===== src/rtl/fft_seq_pkg.sv =====
// Shared definitions for the FFT frame sequencer: FSM state encoding and
// bit offsets of the fields inside the FFT config word.
package fft_seq_pkg;

    typedef enum logic [1:0] {
        IDLE   = 2'd0,
        CONFIG = 2'd1,
        STREAM = 2'd2,
        DONE   = 2'd3
    } seq_state_t;

    localparam int FWD_INV_BIT = 0;
    localparam int SCALE_LSB   = 1;

endpackage


===== src/rtl/fft_cfg_packer.sv =====
// Packs the FFT config word: {zero pad, scale_sch, fwd_inv}.
module fft_cfg_packer
    import fft_seq_pkg::*;
#(
    parameter int SCALE_W = 12,
    parameter int CFG_W   = 16
) (
    input  logic               fwd_inv,
    input  logic [SCALE_W-1:0] scale_sch,
    output logic [CFG_W-1:0]   cfg_tdata
);

    always_comb begin
        cfg_tdata                       = '0;
        cfg_tdata[FWD_INV_BIT]          = fwd_inv;
        cfg_tdata[SCALE_LSB +: SCALE_W] = scale_sch;
    end

endmodule


===== src/rtl/fft_frame_sequencer.sv =====
// Sequences FFT frames: one config beat, then exactly FRAME_LEN data beats.
// Define FFT_SEQ_STATS_EN to add the frame_count / err_count statistics outputs.
module fft_frame_sequencer
    import fft_seq_pkg::*;
#(
    parameter int DATA_W    = 12,
    parameter int FRAME_LEN = 4096,
    parameter int SCALE_W   = 12,
    parameter int CFG_W     = 16
) (
    input  logic               clock,
    input  logic               reset,
    input  logic               enable,
    input  logic               fwd_inv,
    input  logic [SCALE_W-1:0] scale_sch,
    output logic [CFG_W-1:0]   cfg_tdata,
    output logic               cfg_tvalid,
    input  logic               cfg_tready,
    input  logic [DATA_W-1:0]  s_data,
    input  logic               s_valid,
    input  logic               s_last,
    output logic               s_ready,
    output logic [DATA_W-1:0]  m_data,
    output logic               m_valid,
    output logic               m_last,
    input  logic               m_ready,
    output logic               busy,
    output logic               frame_done,
    output logic               err_last
`ifdef FFT_SEQ_STATS_EN
    ,
    output logic [31:0]        frame_count,
    output logic [15:0]        err_count
`endif
);

    localparam int               CNT_W     = $clog2(FRAME_LEN);
    localparam logic [CNT_W-1:0] LAST_BEAT = CNT_W'(FRAME_LEN - 1);

    seq_state_t         state, state_nxt;
    logic               fwd_inv_q;
    logic [SCALE_W-1:0] scale_sch_q;
    logic [CNT_W-1:0]   beat_cnt;
    logic               final_beat;
    logic               xfer;
    logic               misaligned;
    logic               start_cfg;

    fft_cfg_packer #(
        .SCALE_W (SCALE_W),
        .CFG_W   (CFG_W)
    ) u_cfg_packer (
        .fwd_inv   (fwd_inv_q),
        .scale_sch (scale_sch_q),
        .cfg_tdata (cfg_tdata)
    );

    // Reset gates the beat qualifiers so nothing completes on the reset edge.
    assign final_beat = (beat_cnt == LAST_BEAT);
    assign xfer       = !reset && (state == STREAM) && s_valid && m_ready;
    assign misaligned = xfer && (s_last != final_beat);
    assign start_cfg  = enable && ((state == IDLE) || (state == DONE));

    always_ff @(posedge clock) begin
        if (reset) begin
            state <= IDLE;
            busy  <= 1'b0;
        end else begin
            state <= state_nxt;
            busy  <= (state_nxt != IDLE);
        end
    end

    always_comb begin
        state_nxt = state;
        case (state)
            IDLE:    if (enable) state_nxt = CONFIG;
            CONFIG:  if (cfg_tready) state_nxt = STREAM;
            STREAM:  if (xfer && final_beat) state_nxt = DONE;
            DONE:    state_nxt = enable ? CONFIG : IDLE;
            default: state_nxt = IDLE;
        endcase
    end

    always_comb begin
        cfg_tvalid = 1'b0;
        s_ready    = 1'b0;
        m_valid    = 1'b0;
        m_data     = '0;
        m_last     = 1'b0;
        frame_done = 1'b0;
        if (!reset) begin
            case (state)
                CONFIG: cfg_tvalid = 1'b1;
                STREAM: begin
                    m_data  = s_data;
                    m_valid = s_valid;
                    s_ready = m_ready;
                    m_last  = final_beat;
                end
                DONE:    frame_done = 1'b1;
                default: ;
            endcase
        end
    end

    // Beat counter wraps naturally to 0 on the final beat of each frame.
    always_ff @(posedge clock) begin
        if (reset) begin
            beat_cnt    <= '0;
            fwd_inv_q   <= 1'b0;
            scale_sch_q <= '0;
            err_last    <= 1'b0;
        end else begin
            if (start_cfg) begin
                fwd_inv_q   <= fwd_inv;
                scale_sch_q <= scale_sch;
            end
            if (xfer)
                beat_cnt <= beat_cnt + CNT_W'(1);
            if (misaligned)
                err_last <= 1'b1;
        end
    end

`ifdef FFT_SEQ_STATS_EN
    always_ff @(posedge clock) begin
        if (reset) begin
            frame_count <= '0;
            err_count   <= '0;
        end else begin
            if (state == DONE)
                frame_count <= frame_count + 32'd1;
            if (misaligned && (err_count != 16'hFFFF))
                err_count <= err_count + 16'd1;
        end
    end
`endif

endmodule


===== config.mk =====
export PLATFORM = sky130hd
export DESIGN_NAME = fft_frame_sequencer
export DESIGN_NICKNAME = d
export VERILOG_FILES = /design/src/rtl/fft_seq_pkg.sv /design/src/rtl/fft_cfg_packer.sv /design/src/rtl/fft_frame_sequencer.sv
export SDC_FILE = /design/constraint.sdc
export NUM_CORES = 1
export LEC_CHECK = 0
export ABC_AREA = 1
export CAP_MARGIN = 0
export CORE_ASPECT_RATIO = 1.25
export CORE_MARGIN = 8
export CORE_UTILIZATION = 46
export CTS_CLUSTER_SIZE = 10
export DETAILED_ROUTE_END_ITERATION = 8
export PLACE_DENSITY_LB_ADDON = 0.25
export SYNTH_ARGS = -nofsm -noshare
export SYNTH_HDL_FRONTEND = slang
export SYNTH_HIERARCHICAL = 1
export SYNTH_SLANG_ARGS = --single-unit
export TNS_END_PERCENT = 5

===== constraint.sdc =====
create_clock -name clock -period 2.2 [get_ports clock]
set_input_delay 0.22 -clock clock [delete_from_list [all_inputs] [get_ports clock]]
set_output_delay 0.22 -clock clock [all_outputs]
set_load 0.01 [all_outputs]

# Word-level counts from Yosys, hierarchy flattened
# Index checks and enable logic that the tools add are counted.
[totals]
ff_bits = 29
output_inout_bits = 35
inputBits = 32
[classes]
n_reduce_logical = 10
mux = 17
n_addsub = 1
eq_ne = 5
[op_table]
columns = ["cell", "n"]
rows = [
  ["12-bit 2-to-1 mux", 2],
  ["12-bit by 1-bit adder with 12-bit output, second input constant", 1],
  ["12-bit equality test, second input constant", 1],
  ["1-bit 2-to-1 mux", 11],
  ["2-bit case mux with 4 select lines", 1],
  ["1-bit logical AND", 6],
  ["2-bit 2-to-1 mux", 3],
  ["2-bit equality test, second input constant", 2],
  ["2-bit by 1-bit equality test with 1-bit output, second input constant", 1],
  ["2-bit zero test", 1],
  ["2-bit nonzero test", 1],
  ["1-bit zero test", 1],
  ["1-bit logical OR", 1],
  ["1-bit != test", 1],
]

# Depth between registers and ports, before layout
# Gate-level depths: netlist (run 1).
[logic_depth]
ltp_word = 8
mapped_depth = 11

# Cells and area by module
# Netlist (run 1), hierarchy kept.
[by_module_without_submodules]
columns = ["module", "seq_area_each_um2", "instances", "area_per_inst_um2", "cells_each"]
rows = [
  ["fft_frame_sequencer", 580.6, 1, 1482.7, 224],
  ["fft_cfg_packer", 0.0, 1, 123.9, 17],
]

# Worst setup path after synthesis (run 1)
# Ideal clock, no wire load.
[synth_timing]
path_kind = "register -> register"
from = "reg state[0]"
to = "reg beat_cnt[11]"
period_less_slack_ns = 1.496
slack_ns = 0.704
arrival_ns = 1.368
stages_incl_launch_ff = 12
cell_sequence = "dfxtp_1 > inv_1 > ha_1 > inv_1 > nor2_2 > nand3_2 > nor2_4 > nand2_2 > nor2_1 > nand2_1 > nand2_1 > nor2_1"
[synth_via]
elab_chain_len = 4
[synth_lines]
columns = ["item", "line", "source"]
rows = [
  ["start, declared", "fft_frame_sequencer.sv:40", "seq_state_t state, state_nxt;"],
  ["start signal, assigned", "fft_frame_sequencer.sv:69", "state <= state_nxt;"],
  ["2-bit equality test", "fft_frame_sequencer.sv:60", "assign xfer = !reset && (state == STREAM) && s_valid && m_ready;"],
  ["1-bit logical AND (3 in series)", "fft_frame_sequencer.sv:60", ""],
  ["end signal, assigned", "fft_frame_sequencer.sv:120", "beat_cnt <= beat_cnt + CNT_W'(1);"],
  ["end, declared", "fft_frame_sequencer.sv:43", "logic [CNT_W-1:0] beat_cnt;"],
]
# Every way passes these cells.
# A chain may end at the register's enable or synchronous reset.

# Worst setup path after layout (run 1)
[layout_timing]
from = "reg beat_cnt[0]"
to = "out m_last"
[layout_via]
elab_chain_len = 3
[layout_lines]
columns = ["item", "line", "source"]
rows = [
  ["12-bit equality test", "fft_frame_sequencer.sv:59", "assign final_beat = (beat_cnt == LAST_BEAT);"],
  ["1-bit 2-to-1 mux", "fft_frame_sequencer.sv:93", "case (state)"],
  ["1-bit 2-to-1 mux", "fft_frame_sequencer.sv:92", "if (!reset) begin"],
  ["end, declared", "fft_frame_sequencer.sv:25", "output logic m_last,"],
]
# Every way passes these cells.

==> summary.txt, run 1 <==
Status
  • Status: finished clean

Setup path
  • CP max-delay cell: clkdlybuf4s50_1
  • Crit path cell chain: ha_2, and3_1, nand3_1, nor2_1, clkdlybuf4s50_1
  • Crit path kind: reg -> out
  • Worst EP arrival: about 1800 ps
  • Critical Path Stages: 5
  • Worst R2R Path Depth: 9
  • Max FO, Critical Path: 7
  • Cell family with most CP delay: buffers and inverters
  • CP peak stage delay: around 540 ps
  • CP startpoint kind: flop
  • WP data required: 1980 ps
  • Worst Setup End Kind: primary output
  • Worst path bufs/invs: 1

STA
  • Minimum clock period after layout: around 2100 ps
  • Final slew viol count: 0
  • Fin crit share: 0.938
  • RSZ-0062 raised after global routing: false
  • Setup_tns: 0 ps
  • # setup viols final: 0
  • Worst Clk Skew: between 2 and 2.5 ps
  • Max Clock Freq: 485 MHz
  • Final Hold Viols: 0

Detailed routing
  • DR pass1 iterations: 4
  • Via/cell ratio: around 4.8
  • Post-route antenna net violation count: 0
  • Drt drc: 0
  • Total wire length: between 4 and 5 mm
  • Vias: about 1600
  • Initial DRC Count: 84
  • Post-DR wirelength/cell: 12.4 microns

Final layout
  • Nets@finish: 333
  • Most frequent cells in the layout: clkdlybuf4s50_1, nor2_1, nand2_1, dfxtp_1, inv_1
  • Area delta synth->final: 42.4%
  • Commonest non-fill, non-tap cell in the layout: clkdlybuf4s50_1
  • Share of layout cells above drive strength 1: 0.0811
  • Post-layout util: 0.668
  • Diode count: 0

Floorplan
  • Die H: roughly 82 microns
  • Die area: about 0.0057 sq mm
  • Initial Utilization: 0.469
  • CORE AREA: 0.00342 sq mm
  • # IOs: 67
  • Die Wd: about 69 microns
  • # rows: 24

Clocking
  • CTS Sinks: 29
  • H-tree Lvls: 2
  • CTS Root Cell: clkbuf_8
  • Worst-path clk slew: 60 ps
  • TritonCTS Buffers: 5
  • Worst skew pair latency: 280 ps
  • CTS tree: built
  • Longest Clk Path Bufs: 2
  • Setup bufs post-CTS: 0

Worst hold path
  • Hold Crit Class: reg -> reg
  • WHS Path Cells: 2

Synthesis
  • Average size of a mapped cell: 6.67 sq um
  • Seq/Total Area, Yosys: 0.361
  • Ys Warns: 6
  • Mapped Area: 0.00161 sq mm
  • Mapped Cells: 241
  • #FFs+latches synth: 29
  • Netlist cell types: 24

Placed design
  • Gp weighted congestion: a little over 0.8
  • # port buffers: 63
  • Detail Placement HPWL: 3.20 mm

Global route
  • Gr usage total: 0.158
  • Number of global-route vias before repair: 1609
  • First-pass GRT wire length: 6.84 mm
  • Initial antenna violation count: 0
  • GR Overflow Total: 0
  • Largest net degree at the start of global routing: 21

Power
  • Worst vdd ir: approximately 0.00051 V
  • PD cells: 554 mW/mm^2
  • Leakage Power: 0.922 nW

Job
  • Max Cap Violations: 0
-- final cells by class --
type	instances	area, sq um
clock buffers	5	68.8
clock inverters	3	17.5
fillers	309	1140
inverters	26	97.6
multi-input cells	165	805
flip-flops and latches	29	582
well taps	39	48.8
repair buffers	68	668
-- cells by family after synthesis --
logic type,count (synthesis),share of synthesized area
AO/OA/AOI/OAI,31,0.102
XOR/XNOR,1,0.00545
adder cells (fa/ha/maj),6,0.0467
buffers and inverters,49,0.152
flip-flops,29,0.361
other,1,0.00233
AND/OR/NAND/NOR,124,0.330
-- power breakdown --
part | internal, mW | switching [mW]
Combinational | 0.143 | 0.121
Sequential | 0.560 | 0.0171
Clock | 0.218 | 0.208
-- worst paths after layout --
check | startpoint | to | slack, ps
worst min-delay path | err_last$_SDFFE_PP0P_ | err_last$_SDFFE_PP0P_ | 450
worst max register to register | state[0]$_SDFF_PP0_ | beat_cnt[6]$_SDFFE_PP0P_ | 640
worst min register to register | err_last$_SDFFE_PP0P_ | err_last$_SDFFE_PP0P_ | 450
worst max-delay path | beat_cnt[0]$_SDFFE_PP0P_ | m_last | 140
-- repair_timing --
item	in CTS	in global routing
hold buffers	0	0
endpoints found under the setup margin	8	12
resized for setup	1	4
-- Yosys cell counts --
master	n	share of area
nor2_1	62	0.14
nand2_1	38	0.089
dfxtp_1	29	0.36
inv_1	26	0.061
o21ai_0	17	0.053
buf_4	16	0.075
nand3_1	9	0.028
a21oi_1	8	0.025
clkbuf_1	7	0.016
ha_1	6	0.047
nor3_1	6	0.019
nand3_2	2	0.012
nor2_4	2	0.014
o21a_1	2	0.0093
o21ai_1	2	0.0062
a211oi_1	1	0.0047
a31oi_1	1	0.0039
and3_1	1	0.0039
conb_1	1	0.0023
nand2_2	1	0.0039
nand4_1	1	0.0039
nand4_2	1	0.0078
nor2_2	1	0.0039
xor2_1	1	0.0055
-- stage by stage --
| stage | instance area, sq um | cells | hold slack [ps] | setup WS (ps) | total power, mW |
|---|---|---|---|---|---|
| final | 2290 | 335 | 454 | 137 | 1.27 |
| after global placement | 2180 | 327 | 443 | 315 | 0.847 |
| after CTS | 2270 | 335 | 455 | 24.9 | 1.28 |
| after floorplan | 1610 | 243 | 303 | 704 | 0.735 |
| after global routing | 2290 | 335 | 488 | 0.226 | 1.33 |
| after detailed placement | 2180 | 327 | 444 | 289 | 0.851 |
-- sequential cells by signal, summed over array words and instances (netlist names) --
signal / cells
beat_cnt: 12
scale_sch_q: 12
state: 2
busy: 1
err_last: 1
fwd_inv_q: 1
-- routing by layer --
layer / GRT usage / share of wire / up-vias / wire [microns]
li1: - / - / 840 / -
met4: 0.0724 / 0.021 / 0 / 87
met1: 0.158 / 0.38 / 726 / 1570
met3: 0.0641 / 0.061 / 7 / 253
met5: 0 / 0 / - / 0
met2: 0.275 / 0.54 / 43 / 2230
-- worst reg2reg max path, cell delays in order (launching register included) --
cell     delay (ps)
dfxtp_1         330
inv_2           130
ha_4            180
nand3_2         110
nor2_4          210
nand4_2         170
nor2_1          160
nand2_1          60
nand2_1          50
nor2_1           30
Note: power is estimated with default switching activity, not from simulation.
==> run 2: changes to the inputs <==
ABC_CLOCK_PERIOD_IN_PS = 2200   (was default)
SKIP_CTS_REPAIR_TIMING = 1   (was default)
==> summary.txt, run 2 (synthesis results as in run 1) <==
Job
  • Max Cap Violations: 0 (unchanged)

Setup path
  • Crit path kind: reg -> out
  • CP startpoint kind: flop
  • CP peak stage delay: 540 ps (about the same)
  • WP data required: 1980 ps (about the same)
  • CP max-delay cell: clkdlybuf4s50_1
  • Max FO, Critical Path: 7 (unchanged)
  • Worst Setup End Kind: primary output
  • Worst EP arrival: 1850 ps (about the same)
  • Crit path cell chain: ha_2, and3_1, nand3_1, nor2_1, clkdlybuf4s50_1

Detailed routing
  • Vias: 1614 (-0.12%)
  • Post-route antenna net violation count: 0 (unchanged)
  • Drt drc: 0 (unchanged)
  • Initial DRC Count: 76 (-9.5%)
  • DR pass1 iterations: 4 (unchanged)
  • Total wire length: 4.15 mm (about the same)
  • Via/cell ratio: 4.82 (-0.12%)
  • Post-DR wirelength/cell: 12.4 microns (about the same)

STA
  • Max Clock Freq: 483 MHz (-0.38%)
  • Worst Setup Slack, final: 129 ps (-7.88 ps)
  • Final Hold Viols: 0 (unchanged)
  • Setup_tns: 0 ps (unchanged)
  • # setup viols final: 0 (unchanged)
  • Fin crit share: 0.941 (+0.00358)
  • Final slew viol count: 0 (unchanged)
  • Minimum clock period after layout: 2070 ps (+7.88 ps)
  • RSZ-0062 raised after global routing: false
  • Worst Clk Skew: 2.23 ps (-0.159 ps)
  • Hold slack: 454 ps (-0.0570 ps)

Final layout
  • Nets@finish: 333 (unchanged)
  • Largest regs: beat_cnt: 12 flops, scale_sch_q: 12 flops, state: 2 flops
  • Non-Filler Instances: 335 (unchanged)
  • Post-layout util: 0.668 (unchanged)
  • Area delta synth->final: 42.4% (unchanged)
  • Most frequent cells in the layout: clkdlybuf4s50_1, nor2_1, nand2_1, dfxtp_1, inv_1
  • Commonest non-fill, non-tap cell in the layout: clkdlybuf4s50_1
  • Diode count: 0 (unchanged)
  • Share of layout cells above drive strength 1: 0.0811 (unchanged)
  • Final Instance Area: 0.00229 sq mm (unchanged)
  • # fillers: 309 (unchanged)

Clocking
  • CTS Sinks: 29 (unchanged)
  • CTS Root Cell: clkbuf_8
  • Longest Clk Path Bufs: 2 (unchanged)
  • Worst skew pair latency: 280 ps (about the same)
  • H-tree Lvls: 2 (unchanged)
  • CTS tree: built
  • Worst-path clk slew: 60 ps (about the same)
  • TritonCTS Buffers: 5 (unchanged)

Placed design
  • Detail Placement HPWL: 3.20 mm (unchanged)
  • Placed Cells: 327 (unchanged)
  • Post-Place Worst Slack: 289 ps (unchanged)
  • # port buffers: 63 (unchanged)
  • Gp weighted congestion: 0.805 (unchanged)
  • Placed inst area: 0.00218 sq mm (unchanged)

Floorplan
  • Initial Utilization: 0.469 (unchanged)
  • Die H: 82.1 microns (unchanged)
  • Die Wd: 68.9 microns (unchanged)
  • CORE AREA: 0.00342 sq mm (unchanged)
  • Die area: 0.00565 sq mm (unchanged)
  • # rows: 24 (unchanged)
  • # IOs: 67 (unchanged)

Power
  • Leakage Power: 0.922 nW (unchanged)
  • Worst vdd ir: 0.000512 V (about the same)
  • PD cells: 554 mW/mm^2 (about the same)
  • Total Power: 1.27 mW (about the same)

Global route
  • First-pass GRT wire length: 6.80 mm (-0.60%)
  • Initial antenna violation count: 0 (unchanged)
  • GR Overflow Total: 0 (unchanged)
  • Number of global-route vias before repair: 1610 (+0.062%)
  • Largest net degree at the start of global routing: 21 (unchanged)
  • Gr usage total: 0.157 (-0.00109)

Status
  • Status: finished clean

Worst hold path
  • Hold Crit Class: reg -> reg
## run 2: cell counts in the layout (fill, tap and decap cells not counted)
No cell type changed its count.
## run 2: final timing paths
path	start	to	slack [ps]	cells past startpoint
hold / removal	err_last$_SDFFE_PP0P_	err_last$_SDFFE_PP0P_	450	2
hold reg to reg	err_last$_SDFFE_PP0P_	err_last$_SDFFE_PP0P_	450	2
setup reg to reg	state[0]$_SDFF_PP0_	beat_cnt[6]$_SDFFE_PP0P_	650	9
setup / recovery	beat_cnt[0]$_SDFFE_PP0P_	m_last	130	5
## run 2: metal layers
metal,routed length [microns],global-route usage,part of all wire
met5,0,0,0
met4,87,0.0724,0.021
met2,2260,0.273,0.54
met1,1540,0.156,0.37
met3,258,0.0641,0.062
## run 2: layout make-up
| type | instances | area [sq um] | share of cell area |
|---|---|---|---|
| well taps | 39 | 48.8 | 0.0213 |
| inverters | 26 | 97.6 | 0.0427 |
| multi-input cells | 165 | 805 | 0.352 |
| clock buffers | 5 | 68.8 | 0.0301 |
| flip-flops and latches | 29 | 582 | 0.254 |
| repair buffers | 68 | 668 | 0.292 |
| clock inverters | 3 | 17.5 | 0.00766 |
## run 2: power breakdown
part	internal, mW	total [mW]	switching [mW]
clock	0.218	0.426	0.209
combinational	0.143	0.264	0.121
sequential	0.560	0.577	0.0171
## run 2: critical path: cells and delay by family (launching register included)
kind	cells	cell delay (ps)
adders and majority gates	1	270
buffers and inverters	1	540
DFF	1	380
and+or+nand+nor	3	380
